**config.mk**
```make
export PLATFORM = sky130hd
export DESIGN_NAME = pipeline_ctrl
export DESIGN_NICKNAME = d
export VERILOG_FILES = /design/src/rtl/pipeline_ctrl_pkg.sv /design/src/rtl/pipeline_ctrl_hazard_detect.sv /design/src/rtl/pipeline_ctrl.sv
export SDC_FILE = /design/constraint.sdc
export NUM_CORES = 1
export LEC_CHECK = 0
export CORE_MARGIN = 3
export CORE_UTILIZATION = 31
export CTS_CLUSTER_DIAMETER = 80
export CTS_CLUSTER_SIZE = 30
export DETAILED_ROUTE_END_ITERATION = 6
export PLACE_DENSITY = 0.82
export SETUP_SLACK_MARGIN = 0.3
export SLEW_MARGIN = 20
export SYNTH_ARGS = -nofsm -noshare
export SYNTH_HDL_FRONTEND = slang
export SYNTH_SLANG_ARGS = --single-unit
```
**constraint.sdc**
```tcl
create_clock -name clk -period 3.3 [get_ports clk]
set_input_delay 0.99 -clock clk [delete_from_list [all_inputs] [get_ports clk]]
set_output_delay 0.99 -clock clk [all_outputs]
set_load 0.01 [all_outputs]
```
**src/rtl/pipeline_ctrl_pkg.sv**
```systemverilog
// Shared pipeline-control definitions: register-address width, FSM state encodings, control bundle.
// Latency: n/a (types, constants and pure helper functions only).
// Backpressure: n/a.
//
// Defines `LEN_REG_ADDRESS (register-file address width) unless the ISA build already provides it.
// Contents:
//   REG_ADDR_W  - register address width as a package constant
//   reg_addr_t  - register address type
//   state_e     - SRAM wait FSM states (IDLE=0, ACCESS=1, DONE=2)
//   ctrl_t      - packed bundle of the stage freeze/flush controls
//   addr_hit()  - enabled destination/source compare used by hazard detection

`ifndef LEN_REG_ADDRESS
`define LEN_REG_ADDRESS 5
`endif

package pipeline_ctrl_pkg;

  localparam int REG_ADDR_W = `LEN_REG_ADDRESS;

  typedef logic [REG_ADDR_W-1:0] reg_addr_t;

  typedef enum logic [1:0] {
    IDLE   = 2'd0,
    ACCESS = 2'd1,
    DONE   = 2'd2
  } state_e;

  // Freeze/flush controls in the order they are driven onto the top-level ports.
  typedef struct packed {
    logic freeze_pc;
    logic freeze_if;
    logic flush_if;
    logic freeze_id;
    logic flush_id;
    logic freeze_exe;
    logic freeze_mem;
    logic branch_taken_out;
  } ctrl_t;

  localparam ctrl_t CTRL_NONE = '0;

  // True when a writing stage targets the register being read.
  function automatic logic addr_hit(input logic wr_en, input reg_addr_t dest, input reg_addr_t src);
    return wr_en & (dest == src);
  endfunction

endpackage

```
**src/rtl/pipeline_ctrl_hazard_detect.sv**
```systemverilog
// RAW hazard detector between the ID-stage sources and the EXE/MEM destinations.
// Latency: combinational, 0 cycles.
// Backpressure: none; the result only feeds the stall/flush priority mux in pipeline_ctrl.
//
// Build option: FORWARDING_EN. When defined, the bypass network covers every RAW case
// except a load still in EXE, so only load-use hazards are reported.
// Ports:
//   id_src1/id_src2, id_two_src, id_valid  - ID-stage operand info
//   exe_dest, exe_wb_en, exe_mem_read       - EXE-stage writer
//   mem_dest, mem_wb_en                     - MEM-stage writer
//   hazard                                  - RAW hazard present

module hazard_detect
  import pipeline_ctrl_pkg::*;
(
  input  logic [REG_ADDR_W-1:0] id_src1,
  input  logic [REG_ADDR_W-1:0] id_src2,
  input  logic                  id_two_src,
  input  logic                  id_valid,
  input  logic [REG_ADDR_W-1:0] exe_dest,
  input  logic                  exe_wb_en,
  input  logic                  exe_mem_read,
  input  logic [REG_ADDR_W-1:0] mem_dest,
  input  logic                  mem_wb_en,
  output logic                  hazard
);

`ifdef FORWARDING_EN

  // Only a load in EXE cannot be bypassed; its data does not exist until MEM completes.
  logic src1_load_hit;
  logic src2_load_hit;

  assign src1_load_hit = addr_hit(exe_mem_read, exe_dest, id_src1);
  assign src2_load_hit = id_two_src & addr_hit(exe_mem_read, exe_dest, id_src2);
  assign hazard        = id_valid & (src1_load_hit | src2_load_hit);

  // MEM-stage writer and EXE writeback enable are covered by forwarding here.
  logic unused_fwd;
  assign unused_fwd = exe_wb_en ^ mem_wb_en ^ (^mem_dest);

`else

  logic src1_hit;
  logic src2_hit;

  assign src1_hit = addr_hit(exe_wb_en, exe_dest, id_src1) |
                    addr_hit(mem_wb_en, mem_dest, id_src1);
  assign src2_hit = id_two_src &
                    (addr_hit(exe_wb_en, exe_dest, id_src2) |
                     addr_hit(mem_wb_en, mem_dest, id_src2));
  assign hazard   = id_valid & (src1_hit | src2_hit);

  // Load-ness only matters when forwarding hides the other RAW cases.
  logic unused_nofwd;
  assign unused_nofwd = exe_mem_read;

`endif

endmodule

```
**src/rtl/pipeline_ctrl.sv**
```systemverilog
// Central stall/flush sequencer: SRAM wait FSM, branch flush and RAW-hazard bubble for the 5-stage pipe.
// Latency: 0 cycles input-to-control (controls are combinational from FSM state and inputs).
// Backpressure: a MEM load/store freezes every stage for SRAM_WAIT_CYCLES cycles, then pulses mem_ready.
//
// Build option: FORWARDING_EN (passed to hazard_detect) restricts hazards to load-use only.
// Ports:
//   clk, rst                       - clock, synchronous active-high reset (forces all outputs low)
//   id_* / exe_* / mem_* inputs    - pipeline stage state used for hazard and memory sequencing
//   branch_taken                   - EXE resolved a taken branch
//   freeze_* / flush_*             - stage register controls
//   sram_en, mem_ready             - SRAM strobe and one-cycle completion pulse
//   branch_taken_out, hazard       - gated branch select and raw hazard visibility

module pipeline_ctrl
  import pipeline_ctrl_pkg::*;
#(
  parameter int SRAM_WAIT_CYCLES = 3,
  parameter int CNT_W            = $clog2(SRAM_WAIT_CYCLES + 1)
) (
  input  logic                        clk,
  input  logic                        rst,
  input  logic [`LEN_REG_ADDRESS-1:0] id_src1,
  input  logic [`LEN_REG_ADDRESS-1:0] id_src2,
  input  logic                        id_two_src,
  input  logic                        id_valid,
  input  logic [`LEN_REG_ADDRESS-1:0] exe_dest,
  input  logic                        exe_wb_en,
  input  logic                        exe_mem_read,
  input  logic [`LEN_REG_ADDRESS-1:0] mem_dest,
  input  logic                        mem_wb_en,
  input  logic                        mem_read,
  input  logic                        mem_write,
  input  logic                        branch_taken,
  output logic                        freeze_pc,
  output logic                        freeze_if,
  output logic                        flush_if,
  output logic                        freeze_id,
  output logic                        flush_id,
  output logic                        freeze_exe,
  output logic                        freeze_mem,
  output logic                        sram_en,
  output logic                        mem_ready,
  output logic                        branch_taken_out,
  output logic                        hazard
);

  localparam logic [CNT_W-1:0] CNT_ONE  = CNT_W'(1);
  localparam logic [CNT_W-1:0] CNT_LAST = CNT_W'(SRAM_WAIT_CYCLES - 1);

  state_e           state_q, state_d;
  logic [CNT_W-1:0] cnt_q, cnt_d;

  logic  mem_req;
  logic  mem_stall;
  logic  sram_act;
  logic  ready_act;
  logic  raw_hazard;
  ctrl_t ctrl;

  assign mem_req = mem_read | mem_write;

  hazard_detect u_hazard_detect (
    .id_src1      (id_src1),
    .id_src2      (id_src2),
    .id_two_src   (id_two_src),
    .id_valid     (id_valid),
    .exe_dest     (exe_dest),
    .exe_wb_en    (exe_wb_en),
    .exe_mem_read (exe_mem_read),
    .mem_dest     (mem_dest),
    .mem_wb_en    (mem_wb_en),
    .hazard       (raw_hazard)
  );

  // SRAM wait sequencing. The request cycle in IDLE is already the first stall
  // cycle, so cnt counts completed stall cycles and ACCESS leaves after the last.
  always_comb begin
    state_d   = state_q;
    cnt_d     = cnt_q;
    mem_stall = 1'b0;
    sram_act  = 1'b0;
    ready_act = 1'b0;
    case (state_q)
      IDLE: begin
        if (mem_req) begin
          mem_stall = 1'b1;
          sram_act  = 1'b1;
          cnt_d     = CNT_ONE;
          state_d   = (SRAM_WAIT_CYCLES == 1) ? DONE : ACCESS;
        end
      end
      ACCESS: begin
        mem_stall = 1'b1;
        sram_act  = 1'b1;
        cnt_d     = cnt_q + CNT_ONE;
        if (cnt_q == CNT_LAST) begin
          state_d = DONE;
        end
      end
      DONE: begin
        // Pipeline advances at the end of this cycle, so the completed access
        // has left MEM before IDLE samples mem_read/mem_write again.
        ready_act = 1'b1;
        cnt_d     = '0;
        state_d   = IDLE;
      end
      default: begin
        cnt_d   = '0;
        state_d = IDLE;
      end
    endcase
  end

  always_ff @(posedge clk) begin
    if (rst) begin
      state_q <= IDLE;
      cnt_q   <= '0;
    end else begin
      state_q <= state_d;
      cnt_q   <= cnt_d;
    end
  end

  // Priority: memory stall > taken branch > RAW hazard.
  // A branch seen during a stall is held frozen in EXE and honoured afterwards;
  // a hazard under a taken branch is moot because the reader is being flushed.
  always_comb begin
    ctrl = CTRL_NONE;
    if (mem_stall) begin
      ctrl.freeze_pc  = 1'b1;
      ctrl.freeze_if  = 1'b1;
      ctrl.freeze_id  = 1'b1;
      ctrl.freeze_exe = 1'b1;
      ctrl.freeze_mem = 1'b1;
    end else if (branch_taken) begin
      ctrl.flush_if         = 1'b1;
      ctrl.flush_id         = 1'b1;
      ctrl.branch_taken_out = 1'b1;
    end else if (raw_hazard) begin
      // Hold PC and IF/ID, push a bubble into EXE.
      ctrl.freeze_pc = 1'b1;
      ctrl.freeze_if = 1'b1;
      ctrl.flush_id  = 1'b1;
    end
  end

  assign {freeze_pc, freeze_if, flush_if, freeze_id, flush_id,
          freeze_exe, freeze_mem, branch_taken_out} = rst ? CTRL_NONE : ctrl;

  assign sram_en   = ~rst & sram_act;
  assign mem_ready = ~rst & ready_act;
  assign hazard    = ~rst & raw_hazard;

endmodule

```
# Yosys cells after proc, flatten, opt, wreduce, memory -nomap -nowiden
# Cells that the tools add are included.
op_classes:
  addsub: 1
  multipliers: 0
  div_mod_pow: 0
  order_cmp: 0
  n_eq_ne: 9
  shifts: 0
  n_mux: 18
  bitwise_logic: 14
  reduce_logical: 2
ops:
  columns: ["cell", "count"]
  rows:
  - ["$eq A5 B5 Y1", 4]
  - ["$mux W2", 6]
  - ["$and A1 B1 Y1", 9]
  - ["$mux W1", 8]
  - ["$mux W8", 1]
  - ["$pmux W2 S2", 2]
  - ["$eq A2 B2 Y1 const B", 2]
  - ["$ne A2 B2 Y1 const B", 2]
  - ["$or A1 B1 Y1", 4]
  - ["$add A2 B1 Y2 const B", 1]
  - ["$eq A2 B1 Y1 const B", 1]
  - ["$logic_not A2 Y1", 1]
  - ["$pmux W1 S2", 1]
  - ["$reduce_and A2 Y1", 1]
  - ["$not A1 Y1", 1]
totals:
  register_bits: 4
  latch_bits: 0
  mem_bits_rw: 0
  rom_bits: 0
  input_bits: 30
  mem_count: 0

# Depth between registers and ports, before layout
# Gate-level depths: netlist (run 1).
depth:
  ltp_word: 10
  mapped_depth: 6

# By module
# A second synthesis (run 1) with hierarchy kept.
unflattened:
  cells_unflattened: 60
  hier_area_um2: 504.2
by_module_without_submodules:
  columns: ["mod", "n_inst", "cells_each", "area_per_inst_um2", "seq_area_each_um2"]
  rows:
  - ["pipeline_ctrl", 1, 29, 256.5, 80.1]
  - ["hazard_detect", 1, 31, 247.7, 0.0]

# Worst setup path after synthesis (run 1)
# Ideal clock, no wire load.
synth_timing:
  kind: "input to output"
  startpoint: "input id_src1[3]"
  endpoint: "output freeze_pc"
  arrival_ns: 2.085
  slack_ns: 0.225
  path_stages: 6
  n_path_buf: 1
  path_cell_list: "xor2_1 nor4_1 nand3_1 a41o_1 o21ai_2 buf_4"
synth_via:
  elab_chain_len: 9
  elab_cells_between_ends: 11
synth_rtl:
  columns: ["item", "line", "rtl"]
  rows:
  - ["from (decl)", "pipeline_ctrl.sv:22", "input logic [`LEN_REG_ADDRESS-1:0] id_src1,"]
  - ["$eq A5 B5 Y1", "pipeline_ctrl_pkg.sv:45", "return wr_en & (dest == src);"]
  - ["$and A1 B1 Y1", "pipeline_ctrl_pkg.sv:45", null]
  - ["$or A1 B1 Y1 *", "pipeline_ctrl_hazard_detect.sv:47", "assign src1_hit = addr_hit(exe_wb_en, exe_dest, id_src1) |"]
  - ["$or A1 B1 Y1 *", "pipeline_ctrl_hazard_detect.sv:52", "assign hazard = id_valid & (src1_hit | src2_hit);"]
  - ["$and A1 B1 Y1 *", "pipeline_ctrl_hazard_detect.sv:52", null]
  - ["$mux W2 *", "pipeline_ctrl.sv:139", "end else if (raw_hazard) begin"]
  - ["$mux W2 *", "pipeline_ctrl.sv:135", "end else if (branch_taken) begin"]
  - ["$mux W2 *", "pipeline_ctrl.sv:129", "if (mem_stall) begin"]
  - ["$mux W8 *", "pipeline_ctrl.sv:148", "freeze_exe, freeze_mem, branch_taken_out} = rst ? CTRL_NONE : ctrl;"]
  - ["to (decl)", "pipeline_ctrl.sv:34", "output logic freeze_pc,"]
# Mark *: on every way between the ends. The rest lies on a longest branch, timed or not.

# Worst setup path in the final report (run 1)
layout_timing:
  startpoint: "input mem_dest[0]"
  endpoint: "output freeze_pc"
layout_via:
  elab_chain_len: 10
  elab_cells_between_ends: 13
layout_rtl:
  columns: ["item", "line", "rtl"]
  rows:
  - ["from (decl)", "pipeline_ctrl.sv:29", "input logic [`LEN_REG_ADDRESS-1:0] mem_dest,"]
  - ["$eq A5 B5 Y1", "pipeline_ctrl_pkg.sv:45", null]
  - ["$and A1 B1 Y1", "pipeline_ctrl_pkg.sv:45", null]
  - ["$or A1 B1 Y1", "pipeline_ctrl_hazard_detect.sv:50", "(addr_hit(exe_wb_en, exe_dest, id_src2) |"]
  - ["$and A1 B1 Y1", "pipeline_ctrl_hazard_detect.sv:49", "assign src2_hit = id_two_src &"]
  - ["$or A1 B1 Y1 *", "pipeline_ctrl_hazard_detect.sv:52", null]
  - ["$and A1 B1 Y1 *", "pipeline_ctrl_hazard_detect.sv:52", null]
  - ["$mux W2 *", "pipeline_ctrl.sv:139", null]
  - ["$mux W2 *", "pipeline_ctrl.sv:135", null]
  - ["$mux W2 *", "pipeline_ctrl.sv:129", null]
  - ["$mux W8 *", "pipeline_ctrl.sv:148", null]
# Marks and branches as above.

==> run summary, run 1 <==
The flow ran to the end, but the final reports show violations. The checks that failed: setup timing. The number of standard cells in the layout, taps in and fillers out was 128; the remaining global-route overflow was 0.

Power spread over the standard cell area amounts to 228 nW/um2. The area of the multi-input gates was 373 um2. The routed design has 1840 um of wire.

The clock edge transition at the registers on the reported setup and hold paths works out to 40 ps. The share of total power consumed by net switching is 0.304, and the placed instance area is 958 um2. The cell repeated most along the worst path was sky130_fd_sc_hd__buf_6.

Timing would allow up to 297 MHz. The logs give 0.259 for the sequential cell fraction of total power and 2 for the maximum clock insertion buffer count. The worst-case setup slack after placement is -745 ps, and the number of antenna violations at the first check in global routing is 0.

The length of the first detailed-routing pass in iterations was 4; the per-cell via count in the routed design was 4.98. Row generation in the floorplan step produced 13 rows. For the number of nets in the layout, the log shows 146.

The wire length of the first global-routing pass is 2660 um, and the number of placed I/O pins is 41. The initial core utilization came out at 0.352. The worst supply voltage drop on vdd is 0.137 mV. The tools report the cell internal power dissipation as 150 uW. Number of antenna diodes: 0. For the DRC violation count after routing, the log shows 0. TritonCTS built the clock tree. The path class of the lowest-slack min-delay path is reg2reg.

The tools report the weighted congestion at the end of routability-driven global placement as 0.736. Once detail routing completed, the nets flagged for antenna violations numbered 0. For the H-tree level count, the log shows 1. The synthesized netlist occupies a cell area of 487 um2. Buffer type at the clock tree root: sky130_fd_sc_hd__clkbuf_4. The final setup slack of the worst path is -65.2 ps, and the net count after synthesis is 91. Number of instances in the synthesized netlist: 60. The warning count from the yosys run is 0, and the total of endpoints with negative setup slack in the final report is 3.

The post-detailed-route wirelength per cell is 14.4 um. The clock net in this run drives a total of 4 sinks. Traced cell by cell, the critical path runs through buf_6 -> xor2_1 -> nor4_1 -> nand4_1 -> a41o_1 -> buf_6 -> o21ai_2 -> buf_2. The die area was 2080 um2; the utilization after layout was 0.686. Across all hold checks on the routed design, the worst slack comes to 497 ps. The critical path is of the in2out type.

The later-pin clock latency in the skew report was 230 ps. The distinct cell type count of the synthesized netlist was 22; the number of synthesized register bits was 4. Buffers inserted during clock tree synthesis total 3. The max-capacitance violation count came out at 0.

The die is 45.6 um tall. Share of layout cells above drive strength 1: 0.522. Entering global routing, the biggest net connects 9 pins.

Once detailed placement completed, the half-perimeter wirelength came to 1480 um. The library cells used most frequently in the layout, excluding fill and tap cells, are sky130_fd_sc_hd__xor2_1 (16), sky130_fd_sc_hd__buf_4 (16), sky130_fd_sc_hd__buf_2 (13), sky130_fd_sc_hd__buf_6 (9), sky130_fd_sc_hd__clkbuf_2 (6). The core footprint was 1380 um2; the number of slew-limit violations in the final report was 0.

Compared with the post-synthesis result, the final layout area differs by 94.9%. Including well taps, the total number of placed cells is 122. The relative contribution of combinational cells to total power is 0.465, and the number of vias in the routed layout is 638. The critical path capture point type was an output port. The standby leakage power is 0.458 nW, and the number of buffers added on ports is 39. The post-layout minimum cycle time is 3370 ps.

Clock skew on the completed layout was measured at 1.08 ps. The final number of hold-violating endpoints came out at 0. The total of hold buffers inserted after clock tree synthesis was 0; the number of global-route vias before repair was 633. The slowest stage of the critical path is the sky130_fd_sc_hd__nor4_1 cell. The layout has 123 filler cells. The analysis attributes to net switching a power of 65.6 uW. The clock share of power came out at 0.275. Setup repair after global routing could not meet its margin everywhere. The transition time of the tightest slew-check pin came out at 341 ps. The overall fraction of global-route tracks in use came out at 0.174. The worst setup path is launched from an input port. The post-route cell area was 948 um2; the share of the cycle needed by the critical path after routing was 1.02.

The sequential element share of the synthesized area is 0.165. For this run, the slowest stage of the critical path takes 340 ps. The largest fanout of any net on the critical path works out to 2.

The remaining max-slew budget at the tightest pin was 0.767; the first-iteration detailed-routing DRC count was 17. Post-synthesis average cell area: 8.11 um2. The floorplan step set the die width to 45.6 um. For the worst setup path, the data required time is 2310 ps. For the worst setup path, the data arrival time is 2380 ps. The sequential cell area came out at 80.1 um2.
[worst max-delay path: cells and delay by family]
family                    cells  cell delay [ps]
xor gates and xnor gates      1              150
AOI/OAI and AO/OA             2              380
buffers and inverters         3              360
and+or+nand+nor               2              480
[cell type report]
class	count	area share
Inverter	4	0.0158
Sequential cell	4	0.0844
Clock buffer	3	0.0237
Timing Repair Buffer	56	0.463
Multi-Input combinational cell	46	0.393
Tap cell	15	0.0198
[cells by family after synthesis]
| family | count (synthesis) | share of synthesized area |
|---|---|---|
| and+or+nand+nor | 19 | 0.231 |
| adders and majority gates | 1 | 0.0257 |
| DFF | 4 | 0.165 |
| AOI/OAI and AO/OA | 6 | 0.100 |
| buffers and inverters | 10 | 0.118 |
| xor gates and xnor gates | 20 | 0.360 |
[repair_timing]
item,4_1_cts,5_1_grt
cloned,0,0
buffers inserted,3,0
pin swaps,17,16
hold endpoints to repair,0,0
setup endpoints to repair,11,10
gates resized for setup,112,22
[final timing paths]
path,start,to,slack [ps],depth (start not counted)
setup / recovery,mem_dest[0],freeze_pc,-70,8
hold / removal,cnt_q[0],cnt_q[0],500,1
setup reg to reg,state_q[0],state_q[0],2130,3
hold reg to reg,cnt_q[0],cnt_q[0],500,1
[power by group through the flow]
stage / registers (mW) / clock network (mW) / logic, mW
4_1_cts: 0.0555 / 0.0610 / 0.0980
6_report: 0.0560 / 0.0595 / 0.101
3_5_place_dp: 0.0561 / 0 / 0.107
5_1_grt: 0.0563 / 0.0646 / 0.108
3_3_place_gp: 0.0557 / 0 / 0.104
2_1_floorplan: 0.0537 / 0 / 0.0401
[synthesized netlist by cell type]
| library cell | count | area share |
|---|---|---|
| sky130_fd_sc_hd__nor3_1 | 3 | 0.031 |
| sky130_fd_sc_hd__nand2b_1 | 1 | 0.013 |
| sky130_fd_sc_hd__a21oi_1 | 2 | 0.021 |
| sky130_fd_sc_hd__nor4_1 | 5 | 0.064 |
| sky130_fd_sc_hd__inv_1 | 4 | 0.031 |
| sky130_fd_sc_hd__xnor2_1 | 4 | 0.072 |
| sky130_fd_sc_hd__a41o_1 | 1 | 0.021 |
| sky130_fd_sc_hd__nor2_1 | 1 | 0.0077 |
| sky130_fd_sc_hd__o21ai_2 | 1 | 0.018 |
| sky130_fd_sc_hd__nand4_1 | 2 | 0.026 |
| sky130_fd_sc_hd__nand3_1 | 2 | 0.021 |
| sky130_fd_sc_hd__o21bai_2 | 1 | 0.023 |
| sky130_fd_sc_hd__buf_4 | 5 | 0.077 |
| sky130_fd_sc_hd__a2111oi_0 | 1 | 0.018 |
| sky130_fd_sc_hd__buf_2 | 1 | 0.010 |
| sky130_fd_sc_hd__or3_1 | 1 | 0.013 |
| sky130_fd_sc_hd__nor3b_1 | 2 | 0.031 |
| sky130_fd_sc_hd__ha_1 | 1 | 0.026 |
| sky130_fd_sc_hd__xor2_1 | 16 | 0.29 |
| sky130_fd_sc_hd__dfxtp_1 | 4 | 0.16 |
| sky130_fd_sc_hd__nand2_1 | 1 | 0.0077 |
| sky130_fd_sc_hd__nor4b_1 | 1 | 0.018 |
[per-layer routing]
layer	routed length, um	vias to the layer above	track usage
li1	-	315	-
met1	676	275	0.209
met2	949	39	0.304
met3	135	9	0.0277
met4	78	0	0.0702
met5	0	-	0
[metrics by stage]
stage / setup TNS [ps] / total power, mW
final: -146 / 0.216
after global routing: -190 / 0.229
after CTS: -167 / 0.214
after detailed placement: -4740 / 0.163
after global placement: -4340 / 0.159
after floorplan: 0 / 0.0938
[flip-flops by register name, indices dropped and copies added, names as in the netlist]
| register | flops |
|---|---|
| cnt_q | 2 |
| state_q | 2 |
Power figures use the tool's default switching activity.
==> run 2: changes to the inputs <==
Settings changed: ABC_CLOCK_PERIOD_IN_PS set to 3300.
==> results of run 2 <==
No change in the layout: final DEF, timing and power equal those of run 1.
